**config.mk**
```make
export PLATFORM = sky130hd
export DESIGN_NAME = mio_uart_tx_flat
export DESIGN_NICKNAME = d
export VERILOG_FILES = /design/src/rtl/mio_uart_tx_if.sv /design/src/rtl/mio_uart_tx.sv /design/src/flat_wrapper.sv
export SDC_FILE = /design/constraint.sdc
export NUM_CORES = 1
export LEC_CHECK = 0
export CELL_PAD_IN_SITES_DETAIL_PLACEMENT = 1
export CELL_PAD_IN_SITES_GLOBAL_PLACEMENT = 2
export CORE_MARGIN = 4
export CORE_UTILIZATION = 37
export CTS_CLUSTER_DIAMETER = 30
export CTS_CLUSTER_SIZE = 12
export DETAILED_ROUTE_END_ITERATION = 8
export GPL_TIMING_DRIVEN = 0
export HOLD_SLACK_MARGIN = 0.08
export PLACE_DENSITY_LB_ADDON = 0.3
export SLEW_MARGIN = 30
export SYNTH_ARGS = -nofsm -noshare
export SYNTH_HDL_FRONTEND = slang
export SYNTH_SLANG_ARGS = --single-unit
```
**constraint.sdc**
```tcl
create_clock -name clk -period 2.5 [get_ports clk]
set_input_delay 0.625 -clock clk [delete_from_list [all_inputs] [get_ports clk]]
set_output_delay 0.625 -clock clk [all_outputs]
set_load 0.02 [all_outputs]
```
**src/rtl/mio_uart_tx_if.sv**
```systemverilog
// Bus-side signal bundle between the MIO bus decoder (master) and the UART TX peripheral (slave).
// Latency: none, wires only.
// Backpressure: none; writes into a full FIFO are dropped and flagged by the peripheral.
// Signals: uart_we/uart_wdata byte write strobe, ovf_clr sticky-overflow clear,
//          tx serial line, tx_busy activity flag, status_out 32-bit read-back word.
interface mio_uart_tx_if;
    logic        uart_we;
    logic [7:0]  uart_wdata;
    logic        ovf_clr;
    logic        tx;
    logic        tx_busy;
    logic [31:0] status_out;

    modport master (
        output uart_we, uart_wdata, ovf_clr,
        input  tx, tx_busy, status_out
    );

    modport slave (
        input  uart_we, uart_wdata, ovf_clr,
        output tx, tx_busy, status_out
    );
endinterface

```
**src/rtl/mio_uart_tx.sv**
```systemverilog
// UART transmitter: byte FIFO feeding an 8N1 LSB-first serialiser on the tx pin.
// Latency: FIFO pop to start bit is 1 cycle; frame is 10*DIV cycles (11*DIV with parity) + 1 idle.
// Backpressure: none; a write while full (and not popping) is dropped and sets sticky ovf.
// Ports: clk, rst (sync, active-high); bus = mio_uart_tx_if.slave carrying uart_we,
//        uart_wdata, ovf_clr in and tx, tx_busy, status_out out.
// Optional: define UART_TX_PARITY_EN to insert an even-parity bit and advertise it on status bit 12.
module mio_uart_tx #(
    parameter int CLK_FREQ   = 100000000,
    parameter int BAUD       = 115200,
    parameter int FIFO_DEPTH = 4
) (
    input  logic         clk,
    input  logic         rst,
    mio_uart_tx_if.slave bus
);
    localparam int DIV = CLK_FREQ / BAUD;
    localparam int BW  = (DIV > 1) ? $clog2(DIV) : 1;
    localparam int AW  = (FIFO_DEPTH > 1) ? $clog2(FIFO_DEPTH) : 1;
    localparam int CW  = AW + 1;
    localparam logic [BW-1:0] BAUD_LAST = BW'(DIV - 1);
    localparam logic [CW-1:0] CNT_FULL  = CW'(FIFO_DEPTH);

    localparam logic [2:0] S_IDLE  = 3'd0;
    localparam logic [2:0] S_START = 3'd1;
    localparam logic [2:0] S_DATA  = 3'd2;
    localparam logic [2:0] S_STOP  = 3'd3;
`ifdef UART_TX_PARITY_EN
    localparam logic [2:0] S_PARITY = 3'd4;
    localparam logic       PAR_ADV  = 1'b1;
`else
    localparam logic       PAR_ADV  = 1'b0;
`endif

    logic [7:0]    r_mem [FIFO_DEPTH];
    logic [AW-1:0] r_wptr;
    logic [AW-1:0] r_rptr;
    logic [CW-1:0] r_count;
    logic          r_ovf;
    logic [2:0]    r_state;
    logic [BW-1:0] r_baud;
    logic [2:0]    r_bit;
    logic [7:0]    r_shift;
    logic          r_tx;
    logic [31:0]   r_status;
`ifdef UART_TX_PARITY_EN
    logic          r_par;
`endif

    logic       w_empty;
    logic       w_full;
    logic       w_pop;
    logic       w_push;
    logic       w_drop;
    logic       w_tick;
    logic       w_active;
    logic       w_busy;
    logic [3:0] w_cnt4;

    assign w_empty  = (r_count == '0);
    assign w_full   = (r_count == CNT_FULL);
    // The serialiser only pulls a byte while idle.
    assign w_pop    = (r_state == S_IDLE) && !w_empty;
    // A pop in the same cycle frees a slot, so a write while full is still accepted.
    assign w_push   = bus.uart_we && (!w_full || w_pop);
    assign w_drop   = bus.uart_we && w_full && !w_pop;
    assign w_tick   = (r_baud == BAUD_LAST);
    assign w_active = (r_state != S_IDLE);
    assign w_busy   = w_active || !w_empty;
    assign w_cnt4   = 4'(r_count);

    // Storage array: contents are don't-care after reset since count/pointers are cleared.
    always_ff @(posedge clk) begin
        if (!rst && w_push) begin
            r_mem[r_wptr] <= bus.uart_wdata;
        end
    end

    always_ff @(posedge clk) begin
        if (rst) begin
            r_wptr  <= '0;
            r_rptr  <= '0;
            r_count <= '0;
            r_ovf   <= 1'b0;
        end else begin
            if (w_push) r_wptr <= r_wptr + 1'b1;
            if (w_pop)  r_rptr <= r_rptr + 1'b1;
            case ({w_push, w_pop})
                2'b10:   r_count <= r_count + 1'b1;
                2'b01:   r_count <= r_count - 1'b1;
                default: ;
            endcase
            // Set has priority over clear when both happen in one cycle.
            if (w_drop)           r_ovf <= 1'b1;
            else if (bus.ovf_clr) r_ovf <= 1'b0;
        end
    end

    // r_tx is loaded with the level of the state being entered, so the line
    // changes on the same edge as the state transition.
    always_ff @(posedge clk) begin
        if (rst) begin
            r_state <= S_IDLE;
            r_baud  <= '0;
            r_bit   <= '0;
            r_shift <= '0;
            r_tx    <= 1'b1;
`ifdef UART_TX_PARITY_EN
            r_par   <= 1'b0;
`endif
        end else begin
            case (r_state)
                S_IDLE: begin
                    r_baud <= '0;
                    if (w_pop) begin
                        r_shift <= r_mem[r_rptr];
`ifdef UART_TX_PARITY_EN
                        r_par   <= ^r_mem[r_rptr];
`endif
                        r_bit   <= '0;
                        r_state <= S_START;
                        r_tx    <= 1'b0;
                    end
                end
                S_START: begin
                    if (w_tick) begin
                        r_baud  <= '0;
                        r_bit   <= '0;
                        r_state <= S_DATA;
                        r_tx    <= r_shift[0];
                    end else begin
                        r_baud <= r_baud + 1'b1;
                    end
                end
                S_DATA: begin
                    if (w_tick) begin
                        r_baud  <= '0;
                        r_shift <= r_shift >> 1;
                        if (r_bit == 3'd7) begin
`ifdef UART_TX_PARITY_EN
                            r_state <= S_PARITY;
                            r_tx    <= r_par;
`else
                            r_state <= S_STOP;
                            r_tx    <= 1'b1;
`endif
                        end else begin
                            r_bit <= r_bit + 1'b1;
                            r_tx  <= r_shift[1];
                        end
                    end else begin
                        r_baud <= r_baud + 1'b1;
                    end
                end
`ifdef UART_TX_PARITY_EN
                S_PARITY: begin
                    if (w_tick) begin
                        r_baud  <= '0;
                        r_state <= S_STOP;
                        r_tx    <= 1'b1;
                    end else begin
                        r_baud <= r_baud + 1'b1;
                    end
                end
`endif
                S_STOP: begin
                    if (w_tick) begin
                        r_baud  <= '0;
                        r_state <= S_IDLE;
                        r_tx    <= 1'b1;
                    end else begin
                        r_baud <= r_baud + 1'b1;
                    end
                end
                default: begin
                    r_baud  <= '0;
                    r_state <= S_IDLE;
                    r_tx    <= 1'b1;
                end
            endcase
        end
    end

    // Status word lags live state by one cycle.
    always_ff @(posedge clk) begin
        if (rst) begin
            r_status <= {19'b0, PAR_ADV, 1'b0, 4'b0, 1'b0, 1'b0, 1'b0, 1'b1, 1'b0, 2'b00};
        end else begin
            r_status <= {19'b0, PAR_ADV, 1'b0, w_cnt4, r_ovf, w_active, w_full, w_empty, w_busy, 2'b00};
        end
    end

    assign bus.tx         = r_tx;
    assign bus.tx_busy    = w_busy;
    assign bus.status_out = r_status;
endmodule

```
**src/flat_wrapper.sv**
```systemverilog
// flat-port wrapper written by rule: the top's interface ports become plain ports
module mio_uart_tx_flat 
#(
    parameter int CLK_FREQ   = 100000000,
    parameter int BAUD       = 115200,
    parameter int FIFO_DEPTH = 4
)
  (clk, rst, bus_uart_we, bus_uart_wdata, bus_ovf_clr, bus_tx, bus_tx_busy, bus_status_out);
  mio_uart_tx_if bus_i ();
  input  logic clk;
  input  logic rst;
  input wire logic [$bits(bus_i.uart_we)-1:0] bus_uart_we;
  input wire logic [$bits(bus_i.uart_wdata)-1:0] bus_uart_wdata;
  input wire logic [$bits(bus_i.ovf_clr)-1:0] bus_ovf_clr;
  output wire logic [$bits(bus_i.tx)-1:0] bus_tx;
  output wire logic [$bits(bus_i.tx_busy)-1:0] bus_tx_busy;
  output wire logic [$bits(bus_i.status_out)-1:0] bus_status_out;
  assign bus_i.uart_we = bus_uart_we;
  assign bus_i.uart_wdata = bus_uart_wdata;
  assign bus_i.ovf_clr = bus_ovf_clr;
  assign bus_tx = bus_i.tx;
  assign bus_tx_busy = bus_i.tx_busy;
  assign bus_status_out = bus_i.status_out;
  mio_uart_tx #(.CLK_FREQ(CLK_FREQ), .BAUD(BAUD), .FIFO_DEPTH(FIFO_DEPTH)) u_core (.clk(clk), .rst(rst), .bus(bus_i));
endmodule
```
==> results.sh, run 1 <==
export IMPL_ir_worst_vdd_mv=0.538
export IMPL_clock_skew_ns=0.00924
export IMPL_portBuffers=20
export IMPL_cts_hold_buf=0
export IMPL_leakage_nw=1.57
export IMPL_setup_violations=0
export IMPL_period_minus_slack_ns=2.32
export IMPL_clkSinkCount=74
export IMPL_grt_usage_pct=13.5
export IMPL_r2r_cells=8
export IMPL_grt_pass1_wl_um=11700
export IMPL_clkLatencyLatePin_ns=0.36
export IMPL_core_mm2=0.00924
export IMPL_ant_nets=0
export IMPL_startpoint_type="flip-flop"
export IMPL_use_met2_pct=22.5
export IMPL_start_util_pct=37.9
export IMPL_rows=35
export IMPL_drv_slew=0
export IMPL_synth_edff_count=32
export IMPL_fmax_ghz=0.430
export IMPL_crit_path_end_kind="primary output"
export IMPL_pwr_density_cell_mw_per_mm2=964
export IMPL_gr_total_overflow=0
export IMPL_ys_flop_type="dfxtp_1"
export IMPL_ys_top_cells_by_count="dfxtp_1, edfxtp_1, nor2_1"
export IMPL_hold_viol=0
export IMPL_antenna_cells=0
export IMPL_path_clk_slew_ns=0.08
export IMPL_yosysMostFrequentCell="dfxtp_1"
export IMPL_synth_area_per_cell_um2=11.7
export IMPL_grtUsageMet3_pct=4.16
export IMPL_ys_warnings_count=0
export IMPL_max_cap_viol_count=0
export IMPL_yosys_area_top_type="edfxtp_1"
export IMPL_r2r_slack_ns=0.18
export IMPL_cts_htree_levels=3
export IMPL_gr_max_usage_layer="met2"
export IMPL_area_growth_synth_to_final_pct=20.0
export IMPL_cts_tree="done"
export IMPL_antenna_found_initial=0
export IMPL_setup_ws_ns=0.177
export IMPL_reg2reg_to="u_core.r_count[2]$_SDFFE_PP0P_"
export IMPL_utilization_pct=45.4
export IMPL_die_h_um=105
export IMPL_rsz0062_at_grt="no"
export IMPL_async_flop_share_pct=0
export IMPL_hp_class="flip-flop to flip-flop"
export IMPL_wl_um=7110
export IMPL_period_share_pct=92.9
export IMPL_ys_ff_latch=74
export IMPL_drt_pass1_iterations=4
export IMPL_drt_iter0_markers=55
export IMPL_yosys_area_top_type_share_pct=27.5
export IMPL_fp_dieW_um=105
export IMPL_post_drt_wl_per_cell_um=14.6
export IMPL_r2r_start="u_core.r_state[0]$_SDFFE_PP0P_"
export IMPL_die_area_mm2=0.0111
export IMPL_ys_top_cells_by_area="edfxtp_1, dfxtp_1, buf_4"
export IMPL_hold_depth=2
export IMPL_grtUsageMet1_pct=16.4
export IMPL_place_congestion=0.726
export IMPL_cts_root_buf="clkbuf_8"
export IMPL_syn_area_mm2=0.00350
export IMPL_crit_required_ns=1.88
export IMPL_grt_pass1_vias=2363
export IMPL_worst_ep_arrival_time_ns=1.70
export IMPL_drc=0
export IMPL_status="finished, final reports clean"
export IMPL_path_class="flip-flop to primary output"
export IMPL_path_max_fanout=10
export IMPL_fin_nets=379
export IMPL_dp_slack_ns=-0.366
export IMPL_io_pins=46
export IMPL_hpwl_um=5220
export IMPL_vias=2245
export IMPL_grt_max_degree=14
export IMPL_vias_per_cell=4.61
export IMPL_drive_gt1_share_pct=22.6
export IMPL_hp_start="u_core.r_shift[6]$_SDFFE_PP0P_"
export IMPL_ys_types=57
export IMPL_cts_buffers=9
export IMPL_yosysSeqAreaShare_pct=51.5
export IMPL_min_to="u_core.r_shift[6]$_SDFFE_PP0P_"
export IMPL_clockBufferDepth=2
export IMPL_post_synth_inst_count=298
## critical path, cell delays in order (launching register included)
cell	delay, ns
dfxtp_2	0.35
inv_1	0.11
ha_2	0.20
clkbuf_8	0.17
nor4b_4	0.23
inv_2	0.11
buf_2	0.18
## where the power goes
part	internal, mW	total, mW	switching, mW
Sequential	1.44	1.53	0.0929
Combinational	0.678	1.47	0.795
Clock	0.581	1.05	0.464
## state kept, by name (all words and copies together), names as in the netlist, named ones only
register	cells
u_core.r_rptr	2
u_core.r_state	2
u_core.r_wptr	2
u_core.r_mem	32
u_core.bus.status_out	8
u_core.r_count	3
u_core.r_baud	10
u_core.r_ovf	1
u_core.r_bit	3
u_core.r_shift	8
u_core.bus.tx	1
## repair_timing
action                                  4_1_cts  5_1_grt
endpoints found under the setup margin        1        2
buffers inserted                              1        0
pin swaps                                     0        0
gates resized for setup                       6        4
## cell usage in the layout, fill, tap and decap left out, drive strengths merged, types with 6 or more instances in the layout
cell,n
a21oi,7
a211oi,7
conb,24
a2111oi,6
nor2,29
clkbuf,19
and2,6
buf,33
xnor2,8
ha,13
clkdlybuf4s50,19
inv,17
dfxtp,42
edfxtp,32
nand2,9
nand3,6
o21ai,6
mux4,8
## per-stage QoR
stage / cell area, um2 / hold WS (ns) / std cells / power [mW] / setup TNS [ns]
6_report: 4200 / 0.461 / 487 / 4.05 / 0
3_3_place_gp: 3950 / 0.441 / 470 / 2.97 / -0.322
2_1_floorplan: 3580 / 0.426 / 321 / 2.61 / 0
3_5_place_dp: 3950 / 0.449 / 470 / 3.00 / -0.474
5_1_grt: 4200 / 0.489 / 487 / 4.32 / 0
4_1_cts: 4200 / 0.465 / 487 / 4.10 / 0
## kinds of logic (layout without fill, tap and decap cells)
logic type | Yosys count | count (layout) | synth area share, %
AND/OR/NAND/NOR | 88 | 88 | 14.3
flip-flops | 74 | 74 | 51.5
buffers and inverters | 54 | 91 | 10.0
AO/OA/AOI/OAI | 41 | 41 | 9.01
adder cells (fa/ha/maj) | 14 | 14 | 5.22
XOR/XNOR | 13 | 13 | 3.25
multiplexers | 13 | 13 | 6.62
other | 1 | 24 | 0.107
## routing by layer
layer | part of all wire (%) | vias to the layer above
met5 | 0 | -
met4 | 1.4 | 0
met3 | 3.5 | 9
met2 | 50 | 32
met1 | 45 | 1079
li1 | - | 1125
## area by class of cell
| type | count | area (um2) |
|---|---|---|
| Clock buffer | 12 | 176 |
| Timing Repair Buffer | 21 | 203 |
| Multi-Input combinational cell | 193 | 1450 |
| Buffer | 38 | 290 |
| Clock inverter | 4 | 55.1 |
| Fill cell | 1020 | 5040 |
| Inverter | 16 | 60.1 |
| Tap cell | 129 | 161 |
| Sequential cell | 74 | 1800 |
## worst max path at each step
stage / slack, ns / to / startpoint
after global routing: 0.005 / u_core.r_count[2]$_SDFFE_PP0P_ / u_core.r_state[0]$_SDFFE_PP0P_
after detailed placement: -0.37 / bus_tx_busy / u_core.r_state[0]$_SDFFE_PP0P_
final: 0.18 / bus_tx_busy / u_core.r_state[0]$_SDFFE_PP0P_
after global placement: -0.32 / bus_tx_busy / u_core.r_state[0]$_SDFFE_PP0P_
after floorplan: 0.37 / u_core.r_count[2]$_SDFFE_PP0P_ / u_core.r_state[0]$_SDFFE_PP0P_
after CTS: 0.02 / bus_tx_busy / u_core.r_state[0]$_SDFFE_PP0P_
Note: power is estimated with default switching activity, not from simulation.
==> run 2: changes to the inputs <==
Settings changed: CELL_PAD_IN_SITES_DETAIL_PLACEMENT 1 to 2, CORE_MARGIN 4 to 2, CORE_UTILIZATION 37 to 38, CTS_BUF_LIST set to sky130_fd_sc_hd__clkbuf_2.
==> results.sh, run 2 (synthesized netlist as in run 1, its figures left out) <==
export IMPL_status="finished, final reports clean"
export IMPL_core_mm2=0.00906
export IMPL_path_class="flip-flop to primary output"
export IMPL_clock_skew_ns=0.0385
export IMPL_setup_ws_ns=0.115
export IMPL_area_growth_synth_to_final_pct=17.9
export IMPL_cts_buffers=9
export IMPL_crit_path_end_kind="primary output"
export IMPL_clkLatencyLatePin_ns=0.52
export IMPL_clockBufferDepth=2
export IMPL_setup_violations=0
export IMPL_fp_dieW_um=100
export IMPL_drv_slew=0
export IMPL_rows=35
export IMPL_die_area_mm2=0.00999
export IMPL_vias=2379
export IMPL_wl_um=7870
export IMPL_drt_iter0_markers=55
export IMPL_worst_ep_arrival_time_ns=1.76
export IMPL_vias_per_cell=5.01
export IMPL_reg_top3="u_core.r_mem: 32 flops, u_core.r_baud: 10 flops"
export IMPL_antenna_cells=0
export IMPL_max_cap_viol_count=0
export IMPL_portBuffers=20
export IMPL_slew_headroom_pct=62.4
export IMPL_hp_class="primary input to flip-flop"
export IMPL_cts_root_buf="clkbuf_2"
export IMPL_fill_cells=927
export IMPL_hold_viol=0
export IMPL_path_clk_slew_ns=0.23
export IMPL_drive_gt1_share_pct=24.5
export IMPL_regArea_mm2=0.00181
export IMPL_dp_slack_ns=-0.440
export IMPL_period_share_pct=95.4
export IMPL_ir_worst_vdd_mv=0.312
export IMPL_final_common_cell="dfxtp_1"
export IMPL_io_pins=46
export IMPL_place_inst=452
export IMPL_grt_pass1_wl_um=12600
export IMPL_gr_total_overflow=0
export IMPL_period_minus_slack_ns=2.38
export IMPL_rsz0062_at_grt="no"
export IMPL_hpwl_um=5620
export IMPL_utilization_pct=45.5
export IMPL_pwr_density_cell_mw_per_mm2=931
export IMPL_ant_nets=0
export IMPL_antenna_found_initial=0
export IMPL_cts_htree_levels=3
export IMPL_post_drt_wl_per_cell_um=16.6
export IMPL_design_area_mm2=0.00412
export IMPL_power_mw=3.84
export IMPL_multi_input_comb_area_mm2=0.00146
export IMPL_hold_ws_ns=0.457
export IMPL_cts_hold_buf=0
export IMPL_cts_tree="done"
export IMPL_grt_pass1_vias=2522
export IMPL_fin_nets=385
export IMPL_fmax_ghz=0.419
export IMPL_largest_reg_flops=32
export IMPL_post_dp_cell_area_mm2=0.00392
export IMPL_place_congestion=0.730
export IMPL_tightest_slew_ns=0.564
export IMPL_drt_pass1_iterations=4
export IMPL_grt_usage_pct=16.4
export IMPL_startpoint_type="flip-flop"
export IMPL_setup_tns_ns=0
export IMPL_die_h_um=100
export IMPL_finalNonFillerCells=475
export IMPL_leakage_nw=1.55
export IMPL_drc=0
export IMPL_clkSinkCount=74
export IMPL_regMostFlops="u_core.r_mem"
export IMPL_path_max_fanout=4
export IMPL_start_util_pct=38.6
export IMPL_layout_common_cells="dfxtp_1, buf_4, edfxtp_1, nor2_1, conb_1"
export IMPL_crit_required_ns=1.88
export IMPL_grt_max_degree=14
==> run 2: cell types whose count changed in the layout (fill, tap and decap cells not counted), moves of 2 or more <==
cell / delta
buf_4: +7
clkbuf_2: +10
clkbuf_8: -11
clkinvlp_2: +2
dfxtp_4: +2
==> run 2: timing repair <==
item,4_1_cts,5_1_grt
setup endpoints to repair,1,1
cloned,0,0
buffers inserted,6,1
gates resized for setup,14,2
==> run 2: power by group <==
group          switching (mW)  total [mW]  internal [mW]
combinational           0.863        1.63          0.765
sequential             0.0943        1.54           1.44
clock                   0.443       0.678          0.235
total                    1.40        3.84           2.44
==> run 2: worst paths after layout <==
path / start / end / slack (ns) / depth (start not counted)
worst min register to register: u_core.r_shift[3]$_SDFFE_PP0P_ / u_core.r_shift[3]$_SDFFE_PP0P_ / 0.47 / 2
worst max register to register: u_core.r_state[0]$_SDFFE_PP0P_ / u_core.r_count[2]$_SDFFE_PP0P_ / 0.23 / 8
worst max-delay path: u_core.r_state[0]$_SDFFE_PP0P_ / bus_tx_busy / 0.12 / 6
worst min-delay path: bus_uart_we / u_core.r_ovf$_SDFFE_PP0P_ / 0.46 / 3
==> run 2: cell type report <==
class                   instances  area share, %
multi-input cells             193           35.4
inverters                      16           1.46
well taps                     111           3.37
plain buffers                  38           7.04
flip-flops and latches         74           43.9
repair buffers                 27           6.07
clock inverters                 6           1.58
clock buffers                  10           1.21
==> run 2: metal layers <==
| layer | vias up | GRT usage (%) | routed length (um) |
|---|---|---|---|
| met2 | 31 | 30.2 | 4080 |
| li1 | 1129 | - | - |
| met4 | 0 | 6.43 | 114 |
| met1 | 1208 | 19.0 | 3470 |
| met3 | 11 | 2.79 | 206 |
| met5 | - | 0 | 0 |
==> run 2: critical path, cell delays in order, from the launching register on <==
cell and delay (ns):
dfxtp_4 0.40, inv_2 0.09, ha_4 0.15, clkbuf_8 0.13, nor4b_4 0.23, inv_2 0.09, buf_4 0.16
